[config.mk]
export PLATFORM = sky130hd
export DESIGN_NAME = ntt_pair_gather
export DESIGN_NICKNAME = d
export VERILOG_FILES = /design/src/rtl/ntt_pair_gather.sv
export SDC_FILE = /design/constraint.sdc
export NUM_CORES = 1
export LEC_CHECK = 0
export BUFFER_PORTS_ARGS = -buffer_cell sky130_fd_sc_hd__buf_2
export CELL_PAD_IN_SITES_DETAIL_PLACEMENT = 0
export CELL_PAD_IN_SITES_GLOBAL_PLACEMENT = 1
export CORE_ASPECT_RATIO = 0.75
export CORE_MARGIN = 10
export CORE_UTILIZATION = 49
export CTS_BUF_LIST = sky130_fd_sc_hd__clkbuf_2 sky130_fd_sc_hd__clkbuf_4 sky130_fd_sc_hd__clkbuf_8
export DETAILED_ROUTE_END_ITERATION = 10
export HOLD_SLACK_MARGIN = 0.05
export PLACE_DENSITY_LB_ADDON = 0.05
export SETUP_SLACK_MARGIN = 0.15
export SKIP_CTS_REPAIR_TIMING = 1
export SLEW_MARGIN = 20
export SYNTH_ARGS = -nofsm -noshare
export SYNTH_HDL_FRONTEND = slang
export SYNTH_SLANG_ARGS = --single-unit
[constraint.sdc]
create_clock -name clk -period 7.4 [get_ports clk]
set_clock_uncertainty 0.05 [all_clocks]
set_input_delay 1.48 -clock clk [delete_from_list [all_inputs] [get_ports clk]]
set_output_delay 1.48 -clock clk [all_outputs]
set_load 0.05 [all_outputs]
[src/rtl/ntt_pair_gather.sv]
// Two-bank input reorder buffer: collects 4-beat groups of natural-order coefficient
// pairs and emits them as butterfly operand pairs. Optional sticky err port: NTT_GATHER_ERR_EN.
module ntt_pair_gather #(
  parameter int DATA_WIDTH = 17,
  parameter int ADDR_WIDTH = 17
) (
  input  logic                  clk,
  input  logic                  rst,
  input  logic                  in_valid,
  output logic                  in_ready,
  input  logic [DATA_WIDTH-1:0] in0_data,
  input  logic [DATA_WIDTH-1:0] in1_data,
  input  logic [ADDR_WIDTH-1:0] in0_addr,
  input  logic [ADDR_WIDTH-1:0] in1_addr,
  input  logic                  in0_en,
  input  logic                  in1_en,
  input  logic                  mode,
  input  logic                  flush,
  output logic                  out_valid,
  input  logic                  out_ready,
  output logic [DATA_WIDTH-1:0] out0_data,
  output logic [DATA_WIDTH-1:0] out1_data,
  output logic [ADDR_WIDTH-1:0] out0_addr,
  output logic [ADDR_WIDTH-1:0] out1_addr,
  output logic                  out0_en,
  output logic                  out1_en
`ifdef NTT_GATHER_ERR_EN
  ,
  output logic                  err
`endif
);

  logic [DATA_WIDTH-1:0] r_data [2][8];
  logic [ADDR_WIDTH-1:0] r_addr [2][8];
  logic                  r_en   [2][8];
  logic [1:0]            r_mode;
  logic [1:0]            r_full;
  logic                  r_wb;
  logic                  r_rb;
  logic [1:0]            r_wbeat;
  logic [1:0]            r_rbeat;

  logic       w_wr_fire;
  logic       w_rd_fire;
  logic       w_close;
  logic [2:0] w_fill;
  logic [3:0] w_pad_from;
  logic [2:0] w_sel0;
  logic [2:0] w_sel1;

  assign in_ready  = ~r_full[r_wb];
  assign out_valid = r_full[r_rb];
  assign w_wr_fire = in_valid & in_ready;
  assign w_rd_fire = out_valid & out_ready;

  // A bank closes on its fourth beat, or on flush once it holds at least one beat.
  assign w_fill     = {1'b0, r_wbeat} + {2'b00, w_wr_fire};
  assign w_pad_from = {w_fill, 1'b0};
  assign w_close    = (w_wr_fire & ((r_wbeat == 2'd3) | flush)) |
                      (~w_wr_fire & flush & (r_wbeat != 2'd0));

  // Pointer, beat counter and full-flag bookkeeping for both sides.
  always_ff @(posedge clk) begin
    if (rst) begin
      r_wb    <= 1'b0;
      r_rb    <= 1'b0;
      r_wbeat <= 2'd0;
      r_rbeat <= 2'd0;
      r_full  <= 2'b00;
    end else begin
      if (w_rd_fire) begin
        if (r_rbeat == 2'd3) begin
          r_full[r_rb] <= 1'b0;
          r_rb         <= ~r_rb;
          r_rbeat      <= 2'd0;
        end else begin
          r_rbeat <= r_rbeat + 2'd1;
        end
      end
      if (w_close) begin
        r_full[r_wb] <= 1'b1;
        r_wb         <= ~r_wb;
        r_wbeat      <= 2'd0;
      end else if (w_wr_fire) begin
        r_wbeat <= r_wbeat + 2'd1;
      end
    end
  end

  // Entry storage and per-bank mode; deliberately left unreset.
  always_ff @(posedge clk) begin
    if (w_wr_fire && (r_wbeat == 2'd0)) begin
      r_mode[r_wb] <= mode;
    end
    for (int j = 0; j < 8; j++) begin
      if (w_wr_fire && (3'(j) >> 1) == {1'b0, r_wbeat}) begin
        r_data[r_wb][j] <= j[0] ? in1_data : in0_data;
        r_addr[r_wb][j] <= j[0] ? in1_addr : in0_addr;
        r_en[r_wb][j]   <= j[0] ? in1_en   : in0_en;
      end else if (w_close && (4'(j) >= w_pad_from)) begin
        r_en[r_wb][j] <= 1'b0;
      end
    end
  end

  // Stride-4 regroup pairs entry k with k+4; pass-through pairs 2k with 2k+1.
  always_comb begin
    w_sel0 = {r_rbeat, 1'b0};
    w_sel1 = {r_rbeat, 1'b1};
    if (r_mode[r_rb]) begin
      w_sel0 = {1'b0, r_rbeat};
      w_sel1 = {1'b1, r_rbeat};
    end
    out0_data = r_data[r_rb][w_sel0];
    out1_data = r_data[r_rb][w_sel1];
    out0_addr = r_addr[r_rb][w_sel0];
    out1_addr = r_addr[r_rb][w_sel1];
    out0_en   = out_valid & r_en[r_rb][w_sel0];
    out1_en   = out_valid & r_en[r_rb][w_sel1];
  end

`ifdef NTT_GATHER_ERR_EN
  logic r_err;

  // Sticky flag for upstream pushing into a stalled buffer.
  always_ff @(posedge clk) begin
    if (rst) begin
      r_err <= 1'b0;
    end else if (in_valid && !in_ready) begin
      r_err <= 1'b1;
    end else begin
      r_err <= r_err;
    end
  end

  assign err = r_err;
`endif

endmodule
### Word-level counts from Yosys, hierarchy flattened

Memory sizes are Yosys's and may differ from the RTL's. A register that Yosys moved wholly into a read port is not among the register bits.
Index checks and enable logic that the tools add are counted.

* bits in registers: 10
* memory bits (writable): 560
* input port bits: 76
* output and inout bits: 72
* word-level logic and storage cells: 157
* memories: 3

* add/subtract/negate cells: 3
* magnitude comparators: 14
* equal/unequal tests: 5
* muxes and demuxes: 82
* bitwise operators: 26
* reduce and logical (&&, ||, !) cells: 18

Memory list
* r_addr: depth 2, bits a word 136, rd ports 1, clocked after memory_dff 1, wr ports 1, RTL line 34 `logic [ADDR_WIDTH-1:0] r_addr [2][8];`
* r_data: depth 2, bits a word 136, rd ports 1, clocked after memory_dff 1, wr ports 1, RTL line 33 `logic [DATA_WIDTH-1:0] r_data [2][8];`
* r_en: depth 2, bits a word 8, rd ports 1, clocked after memory_dff 1, wr ports 1, RTL line 35 `logic r_en [2][8];`

Operators with widths (count)
* $bmux 17 s3: 4
* $mux 17: 8
* $mux 1: 58
* $ge 3x4->1 const A: 4
* $logic_and 1x1->1: 14
* $mux 2: 5
* $or 1x1->1: 10
* $ge 1x4->1 const A: 2
* $ge 2x4->1 const A: 2
* $ge 4x4->1 const B: 2
* $not 3->4: 2
* $and 1x1->1: 7
* $bmux 1 s3: 2
* $mux 3: 2
* $add 2x1->2 const B: 2
* $eq 2x2->1 const A: 2
* $eq 2x2->1 const B: 2
* $lt 1x2->1 const B: 2
* $not 1->1: 4
* $add 2x1->3: 1
* $and 2x2->2: 1
* $bwmux 2: 1
* $demux 1 s1: 2
* $eq 1x2->1 const A: 1
* 7 further kinds: 8

### Logic depth before layout (Yosys ltp)

* depth in word-level cells: 13
* mapped depth: 12
* depth with buffers taken out: 10

### Least setup slack after synthesis

No wires, ideal clock.

* path kind: flip-flop to flip-flop
* from: register r_wb
* to: memory r_addr[0][102] (netlist name) (enable)
* setup time: 0.598 ns
* arrival: 6.912 ns
* required time: 6.752 ns
* path slack: -0.161 ns
* cell stages (with the launch flop): 5
* buffers on the path: 1
* period minus slack after synthesis: 7.561 ns
* path through: dfxtp_1 buf_2 mux2i_1 nand2_1 nor3b_1

* longest elaborated chain between the ends: 7

RTL lines
* start, declared: RTL line 38 `logic r_wb;`
* start signal, assigned: RTL line 82 `r_wb <= ~r_wb;`
* $mux 1 (not written as such) (2 in a row): RTL line 51 `assign in_ready = ~r_full[r_wb];`
* $not 1->1: RTL line 51
* via in_ready: RTL line 10 `output logic in_ready,`
* $and 1x1->1: RTL line 53 `assign w_wr_fire = in_valid & in_ready;`
* $logic_and 1x1->1: RTL line 96 `if (w_wr_fire && (3'(j) >> 1) == {1'b0, r_wbeat}) begin`
* $mux 1: RTL line 96
* $mux 1: RTL line 98 `r_addr[r_wb][j] <= j[0] ? in1_addr : in0_addr;`
* end, declared: RTL line 34

The timed path passes the listed nets, and every way through them passes these cells. The select of a mux whose other input is x is not followed.

### Worst setup path after layout

* from: register r_rb
* to: output port out0_addr[10]

* longest elaborated chain between the ends: 7

RTL lines
* start, declared: RTL line 39 `logic r_rb;`
* start signal, assigned: RTL line 74 `r_rb <= ~r_rb;`
* $mux 1 (not written as such) (2 in a row): RTL line 110 `if (r_mode[r_rb]) begin`
* $mux 3: RTL line 110
* $not 3->4 (not written as such): RTL line 116 `out0_addr = r_addr[r_rb][w_sel0];`
* $bmux 17 s3: RTL line 116
* $mux 17 (not written as such) (2 in a row): RTL line 116
* end, declared: RTL line 23 `output logic [ADDR_WIDTH-1:0] out0_addr,`

Every way passes these cells. The select of a mux whose other input is x is not followed.

==> impl_metrics.yaml <==
status:
  status: "finished, final reports clean"
placement:
  dp_hpwl_um: 35000
  place_congestion: 0.768
  place_area_mm2: 0.0264
  port_buffers: 147
  post-place-ws_ps: 2460
  placed_cells: 2113
setup_path:
  crit_path_top_delay_cell: "a21oi_4"
  critPathMaxStageDelay_ps: 830
  cp_data_arrival_time_ps: 4130
  critPathCaptureType: "output pin"
  cp-start-kind: "register"
  worstPathCellList: "mux2i_4 > mux2i_1 > a21oi_4 > buf_4 > a22oi_1 > nand2_1 > buf_2"
  reg2reg_depth: 7
  crit_type: "reg -> out"
  cp.required_ps: 5870
  critPathMaxFanout: 19
  rrSetupSlack_ps: 4240
yosys:
  ys_warn_count: 0
  synth_edf_count: 562
  synth_cell_types: 38
  yosys-top-cells-area: "edfxtp_1 (68%), mux4_2 (13%), mux2_2 (6.2%)"
  yosys.cell_count.top_type: "edfxtp_1"
  ys_ff_latch: 571
  syn_area_mm2: 0.0249
  syn_inst: 1374
  synth_top_cell_by_area: "edfxtp_1"
  synth_flop_cell: "edfxtp_1"
  seq_area_frac_synth: 0.684
  syn_avg_cell_area_um2: 18.1
  syn_nets: 1459
  yosys.area.top_type_share: 0.677
  async_flop_share: 0
  ys_top_cells_by_count: "edfxtp_1 (562), mux4_2 (139), mux2_2 (138)"
pwr:
  swShare: 0.270
  p_switching_uw: 1990
  peakVddDrop_mv: 0.156
  power_frac_comb: 0.138
  p_int_uw: 5380
  p_leak_uw: 0.00926
  pwr-share-clk: 0.354
  power_uw: 7370
  cellPowerDensity_mw_per_mm2: 261
  seqPwrFrac: 0.508
worst_hold_path:
  hp-class: "reg -> reg"
  whs_path_depth: 2
global_routing:
  grt_max_degree: 80
  grt_usage: 0.208
  overflow: 0
  antenna_found_initial: 2
  grt_pass1_wl_um: 94100
  grt_pass1_vias: 14700
cts:
  clk_pin_slew_worst_paths_ps: 50
  numCtsBuffers: 92
  root_buffer: "clkbuf_8"
  clock_path_buffers: 3
  clock-sinks: 571
  cts.htree.levels: 3
  cts_tree: "done"
  clk_latency_ps: 650
floorplan:
  start_util: 0.496
  die-area_mm2: 0.0604
  core_area_mm2: 0.0502
  io_pins: 148
  die_h_um: 215
  num_rows: 71
  die_w_um: 280
flow_run:
  drv_cap: 0
sta:
  max_slew_margin: 0.304
  final.min_clock_period_ps: 5660
  fmax_mhz: 177
  period_share: 0.764
  slew_viol_final: 0
  hold_viol: 0
  setup_violations: 0
  timing.setup.tns_ps: 0
  setup_ws_ps: 1740
  rsz0062_at_grt: "false"
  worst_pin_slew_ps: 1040
finish:
  area_growth_pct: 13.1
  fin_cells: 2277
  nets: 1636
  design_area_mm2: 0.0282
  drive_gt1_frac: 0.384
  antennaDiodeCount: 0
detailed_routing:
  via_per_inst: 6.15
  antenna_left: 0
  dr.pass1.iters: 5
  routed_wl_um: 62500
  dr_total_vias: 14000
  drt-initial-drc-count: 1252
  drcViolationCount: 0
  wl_per_cell_um: 27.4
## per-layer routing
metal	GRT usage	part of all wire
met5	0	0.00037
met4	0.0539	0.021
met3	0.0493	0.070
met2	0.318	0.46
met1	0.295	0.45
## cells by family (layout without fill, tap and decap cells)
| logic type | Yosys count | after routing | synth area share |
|---|---|---|---|
| buf+inv | 104 | 350 | 0.0188 |
| xor+xnor | 2 | 2 | 0.000703 |
| compound gates | 209 | 209 | 0.0576 |
| simple gates | 160 | 160 | 0.0289 |
| flops | 571 | 571 | 0.684 |
| fa+ha+maj | 9 | 9 | 0.00452 |
| mux | 319 | 319 | 0.205 |
## sequential cells by signal, indices dropped and copies added, names as in the netlist, named ones only
register	flops
r_wbeat	2
r_full	2
r_rb	1
r_addr	272
r_rbeat	2
r_en	16
r_wb	1
r_data	272
r_mode	2
## critical path, delay by kind of cell (launching register included)
family / cells / cell delay [ps]
muxes: 2 / 1140
AOI/OAI and AO/OA: 2 / 960
buffers and inverters: 2 / 730
DFF: 1 / 510
and+or+nand+nor: 1 / 110
## path summary, 6_finish.rpt
kind / endpoint / start
min: r_full[0] / r_full[0]
max: out0_addr[10] / r_rb
max reg2reg: r_data[0][48] / r_wb
min reg2reg: r_full[0] / r_full[0]
## power groups by stage
stage               logic [uW]  clock network [uW]  registers [uW]
floorplan                  694                   0            3800
global placement          1030                   0            3800
detailed placement        1030                   0            3810
CTS                       1030                2680            3740
global route              1090                2830            3750
finish                    1020                2610            3740
## stage by stage
step / hold slack (ps) / util
floorplan: 423 / -
global placement: 471 / 0.527
detailed placement: 466 / 0.527
CTS: 484 / 0.561
global route: 540 / 0.562
finish: 475 / 0.562
## cell type report
class | instances | area, um^2
clock buffer | 128 | 1550
timing repair buffer | 178 | 1020
tap | 657 | 822
multi-input combinational | 699 | 7520
sequential | 571 | 17100
inverter | 9 | 33.8
clock inverter | 35 | 188
fill | 3893 | 22000
## placed cells by master, fill, tap and decap left out, types with 3 or more instances in the layout
cell / count
ha_1: 9
edfxtp_1: 562
buf_4: 27
dfxtp_1: 7
o21ai_0: 5
a31oi_1: 5
nand2_1: 82
mux4_2: 139
clkinv_2: 9
and2_1: 4
nor2_4: 3
nor2_1: 11
inv_1: 9
buf_2: 147
inv_6: 3
clkbuf_8: 94
a21oi_4: 3
and3_4: 4
a22oi_1: 135
mux2i_1: 40
a21oi_1: 48
nor3_1: 38
a21boi_0: 3
mux2_2: 138
nor2b_1: 6
clkinv_1: 21
clkbuf_4: 34
buf_12: 4
No activity file was read; power rests on OpenSTA's default activity.
